<file path="config.mk">
export PLATFORM = sky130hd
export DESIGN_NAME = audio_i2s_rx
export DESIGN_NICKNAME = d
export VERILOG_FILES = /design/src/rtl/audio_i2s_rx.sv
export SDC_FILE = /design/constraint.sdc
export NUM_CORES = 1
export LEC_CHECK = 0
export BUFFER_PORTS_ARGS = -buffer_cell sky130_fd_sc_hd__buf_2
export CORE_ASPECT_RATIO = 0.75
export CORE_MARGIN = 2
export CORE_UTILIZATION = 48
export CTS_BUF_LIST = sky130_fd_sc_hd__clkbuf_4 sky130_fd_sc_hd__clkbuf_8 sky130_fd_sc_hd__clkbuf_16
export CTS_CLUSTER_DIAMETER = 120
export DETAILED_ROUTE_END_ITERATION = 12
export PLACE_DENSITY = 0.76
export SYNTH_ARGS = -nofsm -noshare
export SYNTH_HDL_FRONTEND = slang
export SYNTH_SLANG_ARGS = --single-unit
</file>
<file path="constraint.sdc">
create_clock -name clk_i -period 1.8 [get_ports clk_i]
set_input_delay 0.36 -clock clk_i [delete_from_list [all_inputs] [get_ports clk_i]]
set_output_delay 0.36 -clock clk_i [all_outputs]
set_load 0.005 [all_outputs]
</file>
<file path="src/rtl/audio_i2s_rx.sv">
// I2S slave receiver: synchronises SCK/WS/SDATA into clk_i, frames 16-bit
// left/right samples and queues {left, right} words on a stream output.
module audio_i2s_rx #(
    parameter int unsigned FIFO_DEPTH  = 4,
    parameter int unsigned SYNC_STAGES = 2
) (
    input  logic        clk_i,
    input  logic        rst_ni,
    input  logic        i2s_sck_i,
    input  logic        i2s_ws_i,
    input  logic        i2s_sdata_i,
    input  logic        outport_tready_i,
    output logic        outport_tvalid_o,
    output logic [31:0] outport_tdata_o,
    output logic [3:0]  outport_tstrb_o,
    output logic [3:0]  outport_tdest_o,
    output logic        outport_tlast_o,
    output logic        overflow_o,
    output logic        sync_lost_o
);

    localparam int unsigned PTR_W = $clog2(FIFO_DEPTH);
    localparam int unsigned LAST  = SYNC_STAGES - 1;
    localparam logic [PTR_W:0] PTR_INC = {{PTR_W{1'b0}}, 1'b1};

    typedef enum logic [1:0] {
        ST_HUNT  = 2'd0,
        ST_LEFT  = 2'd1,
        ST_RIGHT = 2'd2
    } state_e;

    // Synchroniser chains and edge detector history
    logic [SYNC_STAGES-1:0] sck_sync_q, sck_sync_d;
    logic [SYNC_STAGES-1:0] ws_sync_q, ws_sync_d;
    logic [SYNC_STAGES-1:0] sd_sync_q, sd_sync_d;
    logic                   sck_prev_q, sck_prev_d;
    logic                   sck_rise_s;

    // Framing state
    state_e      state_q, state_d;
    logic        ws_q1_q, ws_q1_d;
    logic        ws_q2_q, ws_q2_d;
    logic [4:0]  bit_cnt_q, bit_cnt_d;
    logic [15:0] shift_q, shift_d;
    logic [15:0] left_q, left_d;
    logic        push_q, push_d;
    logic [31:0] push_data_q, push_data_d;
    logic        sync_lost_q, sync_lost_d;

    // Scratch values for the strobe cycle
    logic        bit_s;
    logic        ch_s;
    logic        msb_s;
    logic [15:0] shift_in_s;

    // Output FIFO
    logic [31:0]    mem_q [FIFO_DEPTH];
    logic [31:0]    mem_d [FIFO_DEPTH];
    logic [PTR_W:0] wr_ptr_q, wr_ptr_d;
    logic [PTR_W:0] rd_ptr_q, rd_ptr_d;
    logic           overflow_q, overflow_d;
    logic           full_s;
    logic           empty_s;
    logic           pop_s;

    // Shift the I2S pins through the synchronisers and detect SCK rising edges
    always_comb begin
        sck_sync_d = {sck_sync_q[SYNC_STAGES-2:0], i2s_sck_i};
        ws_sync_d  = {ws_sync_q[SYNC_STAGES-2:0], i2s_ws_i};
        sd_sync_d  = {sd_sync_q[SYNC_STAGES-2:0], i2s_sdata_i};
        sck_prev_d = sck_sync_q[LAST];
        sck_rise_s = sck_sync_q[LAST] & ~sck_prev_q;
    end

    // Framing FSM: WS history decides channel and MSB, bits counted per channel
    always_comb begin
        state_d     = state_q;
        ws_q1_d     = ws_q1_q;
        ws_q2_d     = ws_q2_q;
        bit_cnt_d   = bit_cnt_q;
        shift_d     = shift_q;
        left_d      = left_q;
        push_d      = 1'b0;
        push_data_d = push_data_q;
        sync_lost_d = 1'b0;
        // Data lags WS by one SCK, so the bit seen now belongs to the WS seen last rise
        bit_s       = sd_sync_q[LAST];
        ch_s        = ws_q1_q;
        msb_s       = (ws_q1_q != ws_q2_q);
        shift_in_s  = {shift_q[14:0], bit_s};
        if (sck_rise_s) begin
            ws_q1_d = ws_sync_q[LAST];
            ws_q2_d = ws_q1_q;
            case (state_q)
                ST_HUNT: begin
                    if (msb_s && !ch_s) begin
                        state_d   = ST_LEFT;
                        bit_cnt_d = 5'd1;
                        shift_d   = {15'd0, bit_s};
                    end else begin
                        state_d = ST_HUNT;
                    end
                end
                ST_LEFT: begin
                    if (msb_s && ch_s) begin
                        if (bit_cnt_q == 5'd16) begin
                            state_d   = ST_RIGHT;
                            bit_cnt_d = 5'd1;
                            shift_d   = {15'd0, bit_s};
                        end else begin
                            sync_lost_d = 1'b1;
                            state_d     = ST_HUNT;
                            bit_cnt_d   = 5'd0;
                        end
                    end else if (msb_s) begin
                        // Left restarted without a right channel: resynchronise on it
                        bit_cnt_d = 5'd1;
                        shift_d   = {15'd0, bit_s};
                    end else if (bit_cnt_q < 5'd16) begin
                        shift_d   = shift_in_s;
                        bit_cnt_d = bit_cnt_q + 5'd1;
                        if (bit_cnt_q == 5'd15) begin
                            left_d = shift_in_s;
                        end else begin
                            left_d = left_q;
                        end
                    end else begin
                        shift_d = shift_q;
                    end
                end
                ST_RIGHT: begin
                    if (msb_s && !ch_s) begin
                        if (bit_cnt_q == 5'd16) begin
                            push_d      = 1'b1;
                            push_data_d = {left_q, shift_q};
                            state_d     = ST_LEFT;
                            bit_cnt_d   = 5'd1;
                            shift_d     = {15'd0, bit_s};
                        end else begin
                            sync_lost_d = 1'b1;
                            state_d     = ST_HUNT;
                            bit_cnt_d   = 5'd0;
                        end
                    end else if (msb_s) begin
                        bit_cnt_d = 5'd1;
                        shift_d   = {15'd0, bit_s};
                    end else if (bit_cnt_q < 5'd16) begin
                        shift_d   = shift_in_s;
                        bit_cnt_d = bit_cnt_q + 5'd1;
                    end else begin
                        shift_d = shift_q;
                    end
                end
                default: begin
                    state_d   = ST_HUNT;
                    bit_cnt_d = 5'd0;
                end
            endcase
        end else begin
            state_d = state_q;
        end
    end

    // FIFO bookkeeping: a pop frees the slot before a same-cycle push into a full FIFO
    always_comb begin
        mem_d      = mem_q;
        wr_ptr_d   = wr_ptr_q;
        rd_ptr_d   = rd_ptr_q;
        overflow_d = 1'b0;
        empty_s    = (wr_ptr_q == rd_ptr_q);
        full_s     = (wr_ptr_q[PTR_W] != rd_ptr_q[PTR_W]) &&
                     (wr_ptr_q[PTR_W-1:0] == rd_ptr_q[PTR_W-1:0]);
        pop_s      = !empty_s && outport_tready_i;
        if (pop_s) begin
            rd_ptr_d = rd_ptr_q + PTR_INC;
        end else begin
            rd_ptr_d = rd_ptr_q;
        end
        if (push_q) begin
            if (!full_s || pop_s) begin
                mem_d[wr_ptr_q[PTR_W-1:0]] = push_data_q;
                wr_ptr_d                   = wr_ptr_q + PTR_INC;
            end else begin
                overflow_d = 1'b1;
            end
        end else begin
            wr_ptr_d = wr_ptr_q;
        end
    end

    // State registers for synchronisers, framing and FIFO
    always_ff @(posedge clk_i or negedge rst_ni) begin
        if (!rst_ni) begin
            sck_sync_q  <= '0;
            ws_sync_q   <= '0;
            sd_sync_q   <= '0;
            sck_prev_q  <= 1'b0;
            state_q     <= ST_HUNT;
            ws_q1_q     <= 1'b0;
            ws_q2_q     <= 1'b0;
            bit_cnt_q   <= 5'd0;
            shift_q     <= 16'd0;
            left_q      <= 16'd0;
            push_q      <= 1'b0;
            push_data_q <= 32'd0;
            sync_lost_q <= 1'b0;
            mem_q       <= '{default: '0};
            wr_ptr_q    <= '0;
            rd_ptr_q    <= '0;
            overflow_q  <= 1'b0;
        end else begin
            sck_sync_q  <= sck_sync_d;
            ws_sync_q   <= ws_sync_d;
            sd_sync_q   <= sd_sync_d;
            sck_prev_q  <= sck_prev_d;
            state_q     <= state_d;
            ws_q1_q     <= ws_q1_d;
            ws_q2_q     <= ws_q2_d;
            bit_cnt_q   <= bit_cnt_d;
            shift_q     <= shift_d;
            left_q      <= left_d;
            push_q      <= push_d;
            push_data_q <= push_data_d;
            sync_lost_q <= sync_lost_d;
            mem_q       <= mem_d;
            wr_ptr_q    <= wr_ptr_d;
            rd_ptr_q    <= rd_ptr_d;
            overflow_q  <= overflow_d;
        end
    end

    assign outport_tvalid_o = (wr_ptr_q != rd_ptr_q);
    assign outport_tdata_o  = mem_q[rd_ptr_q[PTR_W-1:0]];
    assign outport_tstrb_o  = 4'hF;
    assign outport_tdest_o  = 4'h0;
    assign outport_tlast_o  = 1'b1;
    assign overflow_o       = overflow_q;
    assign sync_lost_o      = sync_lost_q;

endmodule

</file>
==> summary.md, run 1 <==
| Metric | Value |
|---|---|
| Sw frac | 22.42% |
| Core area | 19380 sq um |
| Starting Density | roughly half |
| Seq/Total Area, Yosys | between 50% and 60% |
| First-pass iteration count of the detailed router | 5 |
| Clock skew | 0.006521 ns |
| Vias in the first global route | around 6000 |
| Worst EP required | 1.44 ns |
| Design internal power | 7.783 mW |
| Post-synth top cells | dfrtp_1 (217), mux2_2 (122), mux2_4 (48), mux4_2 (32), a22o_1 (17) |
| Max-cap viol count | 0 |
| Failing checks | negative setup slack |
| Layout cells sized above 1 | 57.10% |
| Clock power frac | around 45% |
| Final core utilization | 63.35% |
| Net Switching | 2.250 mW |
| Combinational power share | 6.0% |
| DRC viols | 0 |
| Register area | approximately 5400 sq um |
| Hold Path Depth | 3 |
| Overall Power | 10.03 mW |
| Ys flop type | dfrtp_1 |
| Crit path kind | flop to output port |
| CP max FO | 5 |
| Unrepaired setup endpoints after global routing | true |
| HP Class | primary input to flop |
| Highest Clock Rate | approximately 450 MHz |
| Worst slew pin tran | 0.5764 ns |
| DR vias | 5476 |
| Clock latency on the worst-skew pair | 0.49 ns |
| CP Launch Type | flop |
| EDFF count, synth | 0 |
| Clock Tree Buf Depth | 3 |
| Cell taking the most area after synthesis | dfrtp_1 |
| Layout fillers | 1301 |
| Die Wd | 166.6 um |
| Pin count of the biggest net entering global routing | 56 |
| Min Tclk post-route | about 2.2 ns |
| CTS H-tree depth | 1 |
| Iteration-0 DRC Markers | 367 |
| Final period util | 124.5% |
| CTS sink cnt | 217 |
| FF+latch count, synth | about 220 |
| Post-synthesis cell count | between 500 and 600 |
| Setup crit end kind | output port |
| Die ar. | approximately 21000 sq um |
| Worst slew margin | approximately three fifths |
| Buffers on Ports | 40 |
| Final slew viol count | 0 |
| Post-route ant nets | 0 |
| Placed cells | 879 |
| Ys Warns | 0 |
| Final Hold Vio Count | 0 |
| Outcome | finished with violations |
| Ant. Diodes | 0 |
| Yosys top cell area share | 57.05% |
| First-pass GRT wire length | 32.48 mm |
| DR WL/cell | 23.38 um |
| Final #Nets | 723 |
| Area delta synth->final | 28.97% |
| Top cells by area, synth | dfrtp_1 (57%), mux2_2 (14%), mux2_4 (7.6%) |
| Area after DPL | 10270 sq um |
| Total Routing Usage GR | around a fifth |
| Power share of the sequential group | 49.5% |
| Total I/O pin count | 50 |
| Gr ovfl total | 0 |
| LEAKAGE | 6.239 nW |
| Netlist Area Pre-Place | 9519 sq um |
| Area of the multi-input gates | approximately 4300 sq um |
| Dpl hpwl | 11.93 mm |
| Ys async rst share | 100.0% |
| Gpl congestion | 0.7686 |
| Die H | about 130 um |
| Worst vdd ir | roughly 0.0011 V |
| CTS Buf Count | 21 |
| Syn_area_per_cell | 16.33 sq um |
| Final WS setup | -0.4411 ns |
| Row count | 44 |
| CTS Root Cell | clkbuf_16 |
| Final Instance Area | 12280 sq um |
| WL final | 22.70 mm |
| Power per cell area | a little over 800 nW/um^2 |
| Critical Path AT | 1.88 ns |
| Final Setup Violations | about 190 |
| Reg clk slew, reported paths | 0.06 ns |
| CTS tree | done |
| Initial antenna violation count | 0 |
| Routed vias/inst | 5.640 |
| Final Non-Filler Cells | just under 1000 |
| R2R depth | 9 |
| Count leader, synth | dfrtp_1 |
| Netlist cell types | 44 |
logic make-up (layout without fill, tap and decap cells):
| kind of cell | count (synthesis) | after routing | synth area share [%] |
|---|---|---|---|
| flops | 217 | 217 | 57.05 |
| mux | 210 | 210 | 30.52 |
| simple gates | 49 | 49 | 3.299 |
| buf+inv | 47 | 175 | 3.312 |
| compound gates | 38 | 38 | 3.233 |
| fa+ha+maj | 13 | 13 | 1.709 |
| xor+xnor | 7 | 7 | 0.8018 |
| other cells | 2 | 9 | 0.07889 |
routing by layer:
metal	track usage (%)	vias to the layer above	wire length (um)
li1	-	2364	-
met5	0	-	0
met4	3.905	0	341
met1	27.74	2952	10320
met3	2.860	28	1282
met2	30.89	132	10760
layout by cell type (no fill, tap or decap), types with 6 or more instances in the layout:
cell,count
a22o_1,16
buf_6,20
inv_1,6
mux4_2,32
nand2_1,7
buf_12,20
buf_4,27
mux2_2,60
mux2_4,117
conb_1,9
buf_2,38
clkbuf_16,31
dfrtp_1,214
o21ai_0,8
ha_1,6
power groups by stage:
| stage | logic (mW) | registers, mW | clock network, mW |
|---|---|---|---|
| floorplan | 0.219 | 5.05 | 0 |
| global placement | 0.407 | 5.05 | 0 |
| detailed placement | 0.431 | 5.05 | 0 |
| CTS | 0.508 | 4.96 | 4.51 |
| global route | 0.663 | 4.97 | 4.73 |
| finish | 0.605 | 4.97 | 4.46 |
sequential cells by signal, summed over array words and instances (netlist names):
| register | count |
|---|---|
| bit_cnt_q | 5 |
| left_q | 16 |
| ws_q2_q | 1 |
| sd_sync_q | 2 |
| overflow_o | 1 |
| wr_ptr_q | 3 |
| ws_sync_q | 2 |
| state_q | 2 |
| sck_prev_q | 1 |
| push_data_q | 32 |
| ch_s | 1 |
| push_q | 1 |
| mem_q | 128 |
| sync_lost_o | 1 |
| shift_q | 16 |
| sck_sync_q | 2 |
| rd_ptr_q | 3 |
worst max-delay path, stage by stage (launching register included):
cell	delay, ns
dfrtp_2	0.44
buf_8	0.16
buf_16	0.14
mux4_2	0.50
buf_2	0.14
metrics by stage:
step | worst slack, ns | hold slack, ns | TNS (ns)
floorplan | -0.01224 | 0.06441 | -0.1224
global placement | -0.08284 | 0.3181 | -2.188
detailed placement | -0.1378 | 0.3331 | -9.294
CTS | -0.4722 | 0.1596 | -34.93
global route | -0.4952 | 0.1964 | -53.60
finish | -0.4411 | 0.1903 | -43.69
path summary, 6_finish.rpt:
check,slack [ns],start,to
hold reg to reg,0.36,sck_sync_q[0],sck_sync_q[1]
hold / removal,0.19,outport_tready_i,rd_ptr_q[2]
min in group asynchronous,0.38,rst_ni,rd_ptr_q[2]
setup / recovery,-0.44,rd_ptr_q[0],outport_tdata_o[6]
setup reg to reg,-0.28,rd_ptr_q[0],mem_q[115]
max in group asynchronous,0.78,rst_ni,mem_q[18]
cell type report:
class	count	area share, %
sequential	217	44.26
clock buffer	28	4.810
timing repair buffer	128	12.16
tap	253	2.578
clock inverter	9	0.8357
inverter	10	0.3057
multi-input combinational	326	35.05
what timing repair did:
item / CTS / global route
endpoints found under the hold margin: 42 / 0
resized for setup: 33 / 122
cloned: 5 / 14
buffers inserted: 18 / 16
pin swaps: 4 / 13
hold buffers: 4 / 0
endpoints found under the setup margin: 205 / 219
No activity file was read; power rests on OpenSTA's default activity.
==> run 2, diff against run 1 <==
==> constraint.sdc (replaced) <==
create_clock -name clk_i -period 1.8 [get_ports clk_i]
set_input_delay 0.18 -clock clk_i [delete_from_list [all_inputs] [get_ports clk_i]]
set_output_delay 0.18 -clock clk_i [all_outputs]
set_load 0.005 [all_outputs]
==> run 2 against run 1 <==
The run still ends with negative setup slack left. Maximum frequency is 8.8% higher. Flip-flop and latch count stayed put. Clock power hardly changed. Critical path depth is 1 lower. Sequential share of layout area is 0.054 points lower. Clock skew is 0.0065 ns higher. Worst hold slack better by 0.020 ns. Routed wire length is 1.5% lower. Sequential power hardly changed. Die area stayed put. Utilization is 0.078 points higher.
==> summary.md, run 2 (synthesis results as in run 1) <==
| Metric | Value |
|---|---|
| Placed cells | 889 (+1.1%) |
| Max-cap viol count | 0 (unchanged) |
| DR WL/cell | 22.86 um (-2.2%) |
| Worst vdd ir | 0.0008548 V (-21%) |
| Row count | 44 (unchanged) |
| Setup TNS | -19.81 ns (+23.87 ns) |
| Final Hold Vio Count | 0 (unchanged) |
| Min Tclk post-route | 2.059 ns (-0.1818 ns) |
| Power per cell area | 820.9 nW/um^2 (+0.45%) |
| Highest Clock Rate | 485.6 MHz (+8.8%) |
| DRC viols | 0 (unchanged) |
| Iteration-0 DRC Markers | 321 (-13%) |
| Area delta synth->final | 29.13% |
| Die H | 126.0 um (unchanged) |
| Initial antenna violation count | 0 (unchanged) |
| Setup crit end kind | output port |
| First-pass GRT wire length | 32.42 mm (-0.19%) |
| LEAKAGE | 6.298 nW (+0.95%) |
| Post-Place Setup Slack | -0.1205 ns (+0.01735 ns) |
| Pin count of the biggest net entering global routing | 58 (+3.6%) |
| CTS Root Cell | clkbuf_16 |
| Total I/O pin count | 50 (unchanged) |
| CTS sink cnt | 217 (unchanged) |
| Die ar. | 20990 sq um (unchanged) |
| Gpl congestion | 0.8265 (+7.5%) |
| Final period util | 114.4% (-10 points) |
| DR vias | 5476 (unchanged) |
| CTS tree | done |
| CP max FO | 14 (+9) |
| HP Class | primary input to asynchronous set/reset pin |
| Clock Tree Buf Depth | 3 (unchanged) |
| Crit path kind | flop to output port |
| Dpl hpwl | 11.92 mm (-0.12%) |
| CTS H-tree depth | 1 (unchanged) |
| Regs by FF count | mem_q (128), push_data_q (32) |
| Commonest non-fill, non-tap cell in the layout | dfrtp_1 |
| Routed vias/inst | 5.599 (-0.72%) |
| Most frequent cells in the layout | dfrtp_1 (214), mux2_4 (133), mux2_2 (45) |
| Reg clk slew, reported paths | 0.07 ns (about the same) |
| Final slew viol count | 0 (unchanged) |
| Post-route ant nets | 0 (unchanged) |
| Final Setup Violations | 177 (-5.3%) |
| Reg2reg end | mem_q[109] |
| Total Routing Usage GR | 19.36% (+0.31 points) |
| CTS Buf Count | 21 (unchanged) |
| Max reg flops | 128 (unchanged) |
| Clock skew | 0.01303 ns (+0.006512 ns) |
| Final Non-Filler Cells | 978 (+0.72%) |
| WL final | 22.36 mm (-1.5%) |
| Clock latency on the worst-skew pair | 0.51 ns (+0.02 ns) |
| Worst EP required | 1.62 ns (+0.18 ns) |
| Critical Path AT | 1.88 ns (about the same) |
| Layout cells sized above 1 | 57.66% (+0.55 points) |
| Die Wd | 166.6 um (unchanged) |
| Final WS setup | -0.2593 ns (+0.1818 ns) |
| R2R Setup Slk | -0.16 ns (+0.12 ns) |
| Vias in the first global route | 5785 (-1.6%) |
| Core area | 19380 sq um (unchanged) |
| Starting Density | 49.12% (unchanged) |
| Buffers on Ports | 40 (unchanged) |
| Register with the most flip-flops | mem_q |
| Failing checks | negative setup slack |
| FF-to-FF Start | rd_ptr_q[0] |
| Ant. Diodes | 0 (unchanged) |
| R2R depth | 8 (-1) |
| CP Launch Type | flop |
| Outcome | finished with violations |
| Unrepaired setup endpoints after global routing | true |
| Gr ovfl total | 0 (unchanged) |
| First-pass iteration count of the detailed router | 4 (-1) |
| Final #Nets | 729 (+0.83%) |
## run 2: cell count changes in the layout (fill, tap and decap cells not counted), moves of 2 or more
cell,previous run,this run
clkbuf_16,31,27
buf_12,20,16
nor2b_1,5,3
inv_6,0,2
buf_4,27,33
mux2_4,117,133
buf_6,20,22
mux2_2,60,45
buf_8,4,9
ha_4,5,7
## run 2: critical path: stages, from the launching register on
cell	delay, ns
dfrtp_2	0.43
buf_12	0.20
mux4_2	0.57
buf_2	0.15
## run 2: worst max-delay path by stage
stage / from / endpoint / slack [ns] / cells past startpoint
6_report: rd_ptr_q[0] / outport_tdata_o[2] / -0.26 / 3
5_1_grt: rd_ptr_q[0] / outport_tdata_o[0] / -0.30 / 4
4_1_cts: rd_ptr_q[0] / outport_tdata_o[0] / -0.25 / 4
3_5_place_dp: rd_ptr_q[2] / mem_q[96] / -0.12 / 5
3_3_place_gp: rd_ptr_q[2] / mem_q[121] / -0.07 / 5
2_1_floorplan: ws_q2_q / left_q[10] / -0.01 / 6
## run 2: stage by stage
stage	hold WS, ns	power (mW)	instance area (sq um)	util, %
6_report	0.2104	10.09	12290	63.43
4_1_cts	0.2235	9.991	11460	59.12
3_5_place_dp	0.1833	5.479	10290	53.13
2_1_floorplan	-0.1156	5.266	9573	-
3_3_place_gp	0.1816	5.450	10290	53.13
5_1_grt	0.2600	10.44	12290	63.43
## run 2: where the power goes
part	leakage, nW	switching, mW	internal, mW
Clock	0.343	1.91	2.53
Sequential	3.01	0.0540	4.92
Combinational	2.95	0.354	0.315
Total	6.30	2.32	7.77
## run 2: timing repair
action                     in CTS  in global routing
buffers inserted               18                 16
resized for setup              28                156
hold buffers                    5                  0
setup endpoints to repair     198                232
hold endpoints to repair       57                  0
gates cloned                    5                  9
pin swaps                      10                 10
## run 2: layout make-up
| class | instances | area [sq um] |
|---|---|---|
| clock inverter | 8 | 77.57 |
| timing repair buffer | 134 | 1443 |
| sequential | 217 | 5434 |
| fill | 1340 | 7087 |
| multi-input combinational | 326 | 4369 |
| inverter | 10 | 40.04 |
| tap | 253 | 316.6 |
| clock buffer | 30 | 611.8 |
## run 2: per-layer routing
layer / global-route usage, % / vias up / wire length [um]
met5: 0 / - / 0
met4: 4.615 / 0 / 397
met3: 3.237 / 36 / 868
met2: 30.89 / 122 / 10490
met1: 28.18 / 2942 / 10600
li1: - / 2376 / -
